`src/rtl/div_seq_unit.sv`:
```
// Sequential restoring divider: one quotient bit per cycle, WIDTH+2 cycles per operation.
// Define DIV_SEQ_SIGNED_EN for two's-complement operands (truncating quotient, remainder takes dividend sign).
module div_seq_unit #(
    parameter int WIDTH = 32
) (
    input  logic             clk,
    input  logic             rst,
    input  logic             start,
    input  logic [WIDTH-1:0] A,
    input  logic [WIDTH-1:0] B,
    output logic             busy,
    output logic             done,
    output logic             div_zero,
    output logic [WIDTH-1:0] resultDiv,
    output logic [WIDTH-1:0] resultMod,
    output logic [1:0]       dbg_state
);
    localparam int CW = $clog2(WIDTH);

    // Handshake: start is a request sampled only in IDLE; done is a single-cycle
    // completion strobe, and results/div_zero stay valid until the next accepted start.
    typedef enum logic [1:0] {
        IDLE = 2'd0,
        RUN  = 2'd1,
        DONE = 2'd2
    } state_t;

    state_t           state, state_nx;
    logic [CW-1:0]    cnt;
    logic [WIDTH:0]   rem;
    logic [WIDTH-1:0] quo;
    logic [WIDTH-1:0] dvs;

    logic [WIDTH+1:0] shifted, trial;
    logic             borrow, last;
    logic [WIDTH:0]   rem_nx;
    logic [WIDTH-1:0] quo_nx, a_mag, b_mag, q_fix, r_fix;

    // quo starts as the dividend and is shifted out MSB first while quotient bits shift in
    assign shifted = {rem, quo[WIDTH-1]};
    assign trial   = shifted - {2'b00, dvs};
    assign borrow  = trial[WIDTH+1];
    assign rem_nx  = borrow ? shifted[WIDTH:0] : trial[WIDTH:0];
    assign quo_nx  = {quo[WIDTH-2:0], ~borrow};
    assign last    = (cnt == CW'(WIDTH - 1));

`ifdef DIV_SEQ_SIGNED_EN
    logic neg_q, neg_r;
    assign a_mag = A[WIDTH-1] ? -A : A;
    assign b_mag = B[WIDTH-1] ? -B : B;
    assign q_fix = neg_q ? -quo_nx : quo_nx;
    assign r_fix = neg_r ? -rem_nx[WIDTH-1:0] : rem_nx[WIDTH-1:0];
`else
    assign a_mag = A;
    assign b_mag = B;
    assign q_fix = quo_nx;
    assign r_fix = rem_nx[WIDTH-1:0];
`endif

    assign busy      = (state == RUN);
    assign done      = (state == DONE);
    assign dbg_state = state;

    always_ff @(posedge clk or posedge rst) begin
        if (rst) state <= IDLE;
        else     state <= state_nx;
    end

    always_comb begin
        state_nx = state;
        case (state)
            IDLE: if (start) state_nx = (B == '0) ? DONE : RUN;
            RUN:  if (last)  state_nx = DONE;
            DONE: state_nx = IDLE;
            default: state_nx = IDLE;
        endcase
    end

    always_ff @(posedge clk or posedge rst) begin
        if (rst) begin
            cnt       <= '0;
            rem       <= '0;
            quo       <= '0;
            dvs       <= '0;
            div_zero  <= 1'b0;
            resultDiv <= '0;
            resultMod <= '0;
`ifdef DIV_SEQ_SIGNED_EN
            neg_q     <= 1'b0;
            neg_r     <= 1'b0;
`endif
        end else begin
            case (state)
                IDLE: if (start) begin
                    cnt      <= '0;
                    div_zero <= (B == '0);
                    if (B == '0) begin
                        resultDiv <= '1;
                        resultMod <= A;
                    end else begin
                        rem <= '0;
                        quo <= a_mag;
                        dvs <= b_mag;
`ifdef DIV_SEQ_SIGNED_EN
                        neg_q <= A[WIDTH-1] ^ B[WIDTH-1];
                        neg_r <= A[WIDTH-1];
`endif
                    end
                end
                RUN: begin
                    rem <= rem_nx;
                    quo <= quo_nx;
                    // results (with sign fix-up) land only on the edge entering DONE
                    if (last) begin
                        resultDiv <= q_fix;
                        resultMod <= r_fix;
                    end else begin
                        cnt <= cnt + CW'(1);
                    end
                end
                default: ;
            endcase
        end
    end
endmodule
```
`config.mk`:
```
export PLATFORM = sky130hd
export DESIGN_NAME = div_seq_unit
export DESIGN_NICKNAME = d
export VERILOG_FILES = /design/src/rtl/div_seq_unit.sv
export SDC_FILE = /design/constraint.sdc
export NUM_CORES = 1
export LEC_CHECK = 0
export BUFFER_PORTS_ARGS = -buffer_cell sky130_fd_sc_hd__buf_2
export CORE_UTILIZATION = 51
export CTS_CLUSTER_SIZE = 25
export DETAILED_ROUTE_END_ITERATION = 6
export GPL_TIMING_DRIVEN = 0
export PLACE_DENSITY = 0.72
export SYNTH_ARGS = -nofsm -noshare
export SYNTH_HDL_FRONTEND = slang
export SYNTH_SLANG_ARGS = --single-unit
```
`constraint.sdc`:
```
create_clock -name clk -period 11.6 [get_ports clk]
set_input_delay 0.58 -clock clk [delete_from_list [all_inputs] [get_ports clk]]
set_output_delay 0.58 -clock clk [all_outputs]
set_load 0.005 [all_outputs]
```
# After elaboration in Yosys (flattened, before gate mapping)
# Cells that the tools add are included.
# W data, S select, Z words.
dict set report classes {
  addsub 2
  n_eq_ne 8
  n_mux 22
  bitwise 2
  reduce_logical 9
}
# cell count
set op_table {}
lappend op_table {{$mux W32} 8}
lappend op_table {{$pmux W32 S2} 3}
lappend op_table {{$mux W33} 3}
lappend op_table {{$pmux W33 S2} 1}
lappend op_table {{$sub A34 B32 Y34} 1}
lappend op_table {{$logic_not A32 Y1} 1}
lappend op_table {{$mux W5} 2}
lappend op_table {{$pmux W5 S2} 1}
lappend op_table {{$reduce_and A3 Y1} 3}
lappend op_table {{$ne A2 B2 Y1 const B} 4}
lappend op_table {{$mux W2} 3}
lappend op_table {{$add A5 B1 Y5 const B} 1}
lappend op_table {{$eq A5 B5 Y1 const B} 1}
lappend op_table {{$pmux W2 S2} 1}
lappend op_table {{$reduce_and A2 Y1} 2}
lappend op_table {{$reduce_and A4 Y1} 1}
lappend op_table {{$eq A2 B1 Y1 const B} 1}
lappend op_table {{$eq A2 B2 Y1 const B} 1}
lappend op_table {{$logic_not A2 Y1} 1}
lappend op_table {{$ne A2 B1 Y1 const B} 1}
lappend op_table {{$not A1 Y1} 2}
lappend op_table {{$reduce_bool A2 Y1} 1}
dict set report word_totals {
  ff_bits 169
  input_bits 67
  output_inout_bits 69
  wordCells 51
}

# Logic depth before layout (Yosys ltp)
# Gate-level depths: netlist (run 1).
dict set report logic_depth {
  depth_word 4
  ltp_mapped 14
}

# Worst setup path before layout (run 1)
# OpenSTA, ideal clock, no wires.
dict set report synth_path {
  kind {reg-to-reg}
  from {register rem[0]}
  to {register resultMod[17]}
  setup_time_ps 126
  arrival_time_ps 2969
  setup_slack_ps 8505
  path_stages_with_launch 12
  period_less_slack_ps 3095
  path_cell_list {dfrtp_1 ha_1 nor2b_1 o31a_1 o311ai_4 a31oi_4 or4_1 buf_2 and3_4 buf_6 mux2_4 a221o_1}
}
dict set report synth_between {
  elab_chain_cells 4
}
# item line
set synth_rtl {}
lappend synth_rtl {{start, declared} 30} ;# logic [WIDTH:0] rem;
lappend synth_rtl {{start signal, assigned} 111} ;# rem <= rem_nx;
lappend synth_rtl {{$sub A34 B32 Y34} 41} ;# assign trial = shifted - {2'b00, dvs};
lappend synth_rtl {{$mux W33} 43} ;# assign rem_nx = borrow ? shifted[WIDTH:0] : trial[WIDTH:0];
lappend synth_rtl {{$mux W32} 114} ;# if (last) begin
lappend synth_rtl {{$pmux W32 S2} 93} ;# case (state)
lappend synth_rtl {{end signal, assigned} 116} ;# resultMod <= r_fix;
lappend synth_rtl {{end, declared} 15} ;# output logic [WIDTH-1:0] resultMod,
# Every way passes these cells. The select of a mux whose other input is x is not followed.
# A chain may end at the register's enable or synchronous reset.

# Worst setup path in the final report (run 1)
dict set report layout_path {
  from {register rem[25]}
  to {register resultMod[18]}
}
# The elaborated chain is that of the path after synthesis.

==> impl_metrics.yaml, run 1 <==
sta:
  skew_ns: 0.0108
  hold_violations: 0
  rsz0062_at_grt: "false"
  final.setup.tns_ns: 0
  worst_slew_pin_slew_ns: 1.07
  fmax_mhz: 267
  period_needed_ns: 3.75
  whs_ns: 0.112
  finalCritPeriodShare: 0.323
  maxSlewViolCount: 0
  setup_viol: 0
  maxSlewHeadroom: 0.265
power:
  switching_share: 0.476
  p_switching_w: 0.00186
  p_per_area_nw_per_um2: 360
  pwr-share-seq: 0.276
  p_clk_frac: 0.145
  vdd_ir_drop_max_v: 0.000194
  p_int_w: 0.00204
  p_leak_nw: 5.20
  p_comb_frac: 0.579
yosys:
  syn_area_per_cell_um2: 8.91
  syn-cell-area_um2: 9250
  yosys-top-cells-count: "213 x nand2_1, 169 x dfrtp_1, 83 x nor2_1"
  ys_seq_area_frac: 0.457
  ys_ff_latch: 169
  async_flop_share: 1.00
  synth_most_common_cell: "nand2_1"
  synth_top_cell_by_area: "dfrtp_1"
  yosys_warnings: 0
  syn_nets: 1140
  synth_edf_count: 0
  synthFlopType: "dfrtp_1"
  syn_inst: 1038
  synth_area_leaders: "dfrtp_1 46%, nand2_1 8.6%, ha_1 4.6%"
  synth_cell_types: 67
  yosysTopAreaCellShare: 0.457
clock_network:
  cts.reportedPaths.clkPinSlew_ns: 0.07
  holdBufCountCts: 0
  numClockSinks: 169
  cts_resized: 0
  cts_setup_buffers: 0
  cts_tree: "built"
  cts_buffers: 17
  htree_levels: 4
  worstSkewPairLatency_ns: 0.44
  root_buffer: "clkbuf_16"
  clk_path_buf_depth: 2
global_routing:
  grt_pass1_vias: 7666
  grt_usage: 0.292
  grt_overflow: 0
  antenna_found_initial: 0
  grt_max_degree: 123
  grt_pass1_wl_um: 41100
critical_path:
  endpoint_kind: "register"
  crit_chain: "ha_1, clkbuf_1, nand4_1, nor3_1, nor2_1, mux2i_2, and3_4, buf_6, buf_4, mux2i_1, o221ai_1"
  cpMaxStageDelayCell: "mux2i_2"
  critical-path-max-stage-delay_ns: 0.51
  worstPathRequired_ns: 11.89
  critPathArrivalTime_ns: 4.04
  critical_path_class: "reg -> reg"
  startpoint_type: "register"
  critPathMaxFanout: 10
final_layout:
  n_fill_cell: 1526
  drive_above_1_share: 0.187
  finalNonFillerCells: 1431
  nets: 1295
  antenna-diode-count: 0
  areaGrowthSynthToFinish_pct: 17.0
routing:
  first_iter_violations: 733
  firstDrtPassIters: 5
  vias: 8355
  ant_nets: 0
  viasPerCell: 5.84
  wl_um: 26300
  routedWlPerCell_um: 18.4
  drc: 0
die:
  core_area_um2: 17500
  start_util: 0.529
  rows: 48
  pin_count: 136
  die_area_um2: 18700
  die_w_um: 137
  die_y_um: 137
outcome:
  outcome: "complete, no violations"
placement:
  io_buffers: 135
  placed_cells: 1399
  dpl.hpwl_um: 20200
  globalplace.congestion: 0.891
worst_hold_path:
  hold_path_class: "in -> async"
run:
  cap_violations: 0
-- final cells by class --
| cell class | instances | area (um^2) | share of cell area |
|---|---|---|---|
| Multi-Input combinational cell | 758 | 4580 | 0.423 |
| Clock buffer | 17 | 425 | 0.0393 |
| Sequential cell | 169 | 4230 | 0.391 |
| Timing Repair Buffer | 136 | 703 | 0.0650 |
| Clock inverter | 15 | 153 | 0.0141 |
| Tap cell | 225 | 282 | 0.0260 |
| Inverter | 45 | 176 | 0.0163 |
| Buffer | 66 | 275 | 0.0254 |
-- logic make-up (layout without fill, tap and decap cells) --
logic type	after synthesis	count (layout)	share of synthesized area
buf+inv	111	279	0.0480
xor+xnor	23	23	0.0218
simple gates	389	389	0.179
flops	169	169	0.457
compound gates	260	260	0.185
mux	51	51	0.0606
fa+ha+maj	35	35	0.0481
-- registers in the layout (all words and copies together), names as in the netlist --
name	flops
rem	33
dvs	32
quo	32
resultDiv	32
resultMod	32
cnt	5
dbg_state	2
div_zero	1
-- path summary, 6_finish.rpt --
path,endpoint,cells after the start,slack [ns],from
setup / recovery,resultMod[18],11,7.85,rem[25]
hold / removal,resultDiv[22],2,0.11,rst
setup reg to reg,resultMod[18],11,7.85,rem[25]
hold reg to reg,resultDiv[6],2,0.46,resultDiv[6]
max in group asynchronous,dvs[21],3,10.56,rst
min in group clk,dvs[18],2,0.38,B[18]
-- critical path: cells and delay by family (launching register included) --
| kind | cells | cell delay (ns) |
|---|---|---|
| AOI/OAI and AO/OA | 1 | 0.21 |
| and+or+nand+nor | 4 | 1.03 |
| muxes | 2 | 0.94 |
| adders and majority gates | 1 | 0.31 |
| DFF | 1 | 0.42 |
| buffers and inverters | 3 | 0.68 |
-- stage by stage --
step                setup slack, ns   util  power, W  area, um^2
floorplan                      6.44      -   0.00265        9250
global placement               4.49  0.584   0.00323       10200
detailed placement             7.96  0.586   0.00328       10200
CTS                            7.92  0.619   0.00386       10800
global route                   7.63  0.619   0.00418       10800
finish                         7.85  0.619   0.00390       10800
-- layout by cell type, fill, tap and decap left out, types with 3 or more instances in the layout --
master / count
o21ai_0: 65
o21bai_1: 6
nand3_1: 37
and2_1: 5
nor2b_1: 3
o211ai_1: 9
ha_1: 34
a211oi_1: 7
nor3_1: 10
and3_1: 3
o21a_1: 5
nand2b_1: 3
a31oi_1: 55
buf_2: 142
inv_8: 6
o21ai_1: 11
nor4_1: 9
xnor2_1: 15
nor2_1: 83
mux2_2: 33
xor2_1: 8
mux2i_1: 16
clkbuf_1: 55
inv_1: 43
o221ai_1: 9
dfrtp_1: 169
a21o_1: 17
inv_6: 4
nand2_1: 213
nand4_1: 12
a41oi_1: 11
a21oi_1: 36
clkbuf_16: 17
-- power groups by stage --
stage          sequential, W  clock (W)  combinational (W)
5_1_grt              0.00110   0.000592            0.00248
6_report             0.00108   0.000566            0.00226
2_1_floorplan        0.00101          0            0.00164
4_1_cts              0.00107   0.000567            0.00222
3_3_place_gp         0.00107          0            0.00215
3_5_place_dp         0.00108          0            0.00221
-- routing by layer --
layer | GRT usage | wire length, um | share of wire | vias to the layer above
met1 | 0.406 | 11900 | 0.45 | 3968
met3 | 0.0548 | 1900 | 0.072 | 45
met5 | 0 | 0 | 0 | -
li1 | - | - | - | 3981
met2 | 0.454 | 11900 | 0.45 | 361
met4 | 0.105 | 596 | 0.023 | 0
Note: power is estimated with default switching activity, not from simulation.
==> inputs of run 2 (changes only) <==
- ABC_AREA: unset -> 1
- clock period: 11.6 -> 3.65 ns (I/O delays scaled with it)
==> run 2 against run 1 <==
Against the previous run:
- synthesized cell count is 39% higher
- area after synthesis is 15% higher
- global-route usage is 0.15 points lower
- sequential cell count stayed put
- clock skew is 0.0023 ns higher
- critical path depth is 4 higher
- worst hold slack worse by 0.11 ns
- critical endpoint is now resultMod[14]
==> impl_metrics.yaml, run 2 <==
outcome:
  outcome: "complete, no violations"
die:
  pin_count: 136
  die_w_um: 146
  rows: 52
  start_util: 0.523
  core_area_um2: 20300
  die_area_um2: 21400
  die_y_um: 146
final_layout:
  n_fill_cell: 1921
  largest_register: "rem"
  nets: 1704
  multi_input_area_um2: 5110
  largest_reg_flops: 33
  final_common_cell: "nand2_1"
  antenna-diode-count: 0
  areaGrowthSynthToFinish_pct: 16.3
  final_cell_mix: "357 x nand2_1, 239 x inv_1, 169 x dfrtp_1"
  drive_above_1_share: 0.199
  ff_latch_area_um2: 4230
yosys:
  yosys_warnings: 0
  syn-cell-area_um2: 10600
  ys_seq_area_frac: 0.398
  ys_ff_latch: 169
  syn_inst: 1441
  synth_top_cell_by_area: "dfrtp_1"
  syn_nets: 1543
  synth_edf_count: 0
  async_flop_share: 1.00
  yosys-top-cells-count: "357 x nand2_1, 240 x inv_1, 169 x dfrtp_1"
  syn_area_per_cell_um2: 7.37
  synth_cell_types: 49
  synth_most_common_cell: "nand2_1"
  synth_area_leaders: "dfrtp_1 40%, nand2_1 13%, inv_1 8.5%"
  yosysTopAreaCellShare: 0.398
  synthFlopType: "dfrtp_1"
critical_path:
  endpoint_kind: "register"
  critPathMaxFanout: 4
  r2r_slack_ns: 1.02
  r2r_cells: 15
  startpoint_type: "register"
  critPathArrivalTime_ns: 3.01
  worstPathRequired_ns: 4.03
  critical_path_class: "reg -> reg"
power:
  p_per_area_nw_per_um2: 976
  vdd_ir_drop_max_v: 0.000502
  pwr-share-seq: 0.267
  p_leak_nw: 6.73
  p_clk_frac: 0.155
  p_comb_frac: 0.578
  switching_share: 0.490
  p_switching_w: 0.00591
  p_int_w: 0.00614
clock_network:
  cts_tree: "built"
  holdBufCountCts: 3
  clk_path_buf_depth: 2
  cts_buffers: 17
  cts_setup_buffers: 0
  cts_resized: 0
  root_buffer: "clkbuf_16"
  numClockSinks: 169
  htree_levels: 4
  cts.reportedPaths.clkPinSlew_ns: 0.08
  worstSkewPairLatency_ns: 0.44
routing:
  wl_um: 30300
  viasPerCell: 5.25
  drc: 0
  ant_nets: 0
  first_iter_violations: 773
  firstDrtPassIters: 5
  vias: 9896
  routedWlPerCell_um: 16.1
placement:
  globalplace.congestion: 0.908
  io_buffers: 135
  dpl.hpwl_um: 24100
sta:
  final.setup.tns_ns: 0
  fmax_mhz: 380
  finalCritPeriodShare: 0.721
  period_needed_ns: 2.63
  whs_ns: 0.00558
  maxSlewHeadroom: 0.622
  hold_violations: 0
  setup_viol: 0
  worst_slew_pin_slew_ns: 0.565
  rsz0062_at_grt: "false"
  skew_ns: 0.0131
  maxSlewViolCount: 0
global_routing:
  grt_usage: 0.291
  grt_pass1_wl_um: 48300
  grt_pass1_vias: 9265
  grt_max_degree: 43
  antenna_found_initial: 0
  grt_overflow: 0
run:
  cap_violations: 0
worst_hold_path:
  hold_depth: 3
  hold_path_class: "in -> reg"
==> run 2: final timing paths <==
kind	from	end
max	quo[31]	resultMod[14]
min	B[29]	dvs[29]
max reg2reg	quo[31]	resultMod[14]
min reg2reg	dvs[18]	dvs[18]
max in group asynchronous	rst	rem[26]
min in group asynchronous	rst	resultDiv[10]
==> run 2: power by group through the flow <==
stage               sequential, W  combinational (W)  clock, W
floorplan                 0.00313            0.00499         0
global placement          0.00323            0.00675         0
detailed placement        0.00325            0.00690         0
CTS                       0.00322            0.00694   0.00189
global route              0.00330            0.00775   0.00195
finish                    0.00322            0.00696   0.00187
==> run 2: through the flow <==
step / power (W) / cells / utilization / worst slack, ns / area [um^2]
6_report: 0.0121 / 1885 / 0.609 / 1.02 / 12400
5_1_grt: 0.0130 / 1885 / 0.609 / 0.770 / 12400
4_1_cts: 0.0120 / 1885 / 0.609 / 0.996 / 12400
3_5_place_dp: 0.0101 / 1850 / 0.577 / 1.02 / 11700
3_3_place_gp: 0.00998 / 1846 / 0.574 / 0.193 / 11600
2_1_floorplan: 0.00813 / 1441 / - / 1.31 / 10600
==> run 2: final cells by class <==
class	count	share of cell area
Clock buffer	18	0.0347
Buffer	55	0.0288
Inverter	249	0.0760
Multi-Input combinational cell	968	0.413
Tap cell	270	0.0273
Timing Repair Buffer	142	0.0636
Clock inverter	14	0.0140
Sequential cell	169	0.342
==> run 2: metal layers <==
layer  global-route usage  vias up  wire length [um]
li1                     -     4889                 -
met1                0.409     4651             14100
met2                0.474      311             14200
met3               0.0272       45              1440
met4               0.0927        0               607
met5                    0        -                 0
==> run 2: cells by family after synthesis <==
kind of cell,synth area share
xor+xnor,0.0124
flops,0.398
mux,0.00106
simple gates,0.336
fa+ha+maj,0.0419
compound gates,0.0889
buf+inv,0.121
==> run 2: worst max-delay path, stage by stage (launching register included) <==
cell,delay [ns]
dfrtp_1,0.39
inv_1,0.10
ha_1,0.15
inv_1,0.06
fa_1,0.46
nand3_1,0.11
nand3_1,0.18
nand2_1,0.11
nand2_1,0.13
nand2_1,0.09
nand2_1,0.12
xor2_1,0.28
nand4_2,0.17
nand3_2,0.13
nand2_1,0.05
inv_1,0.04
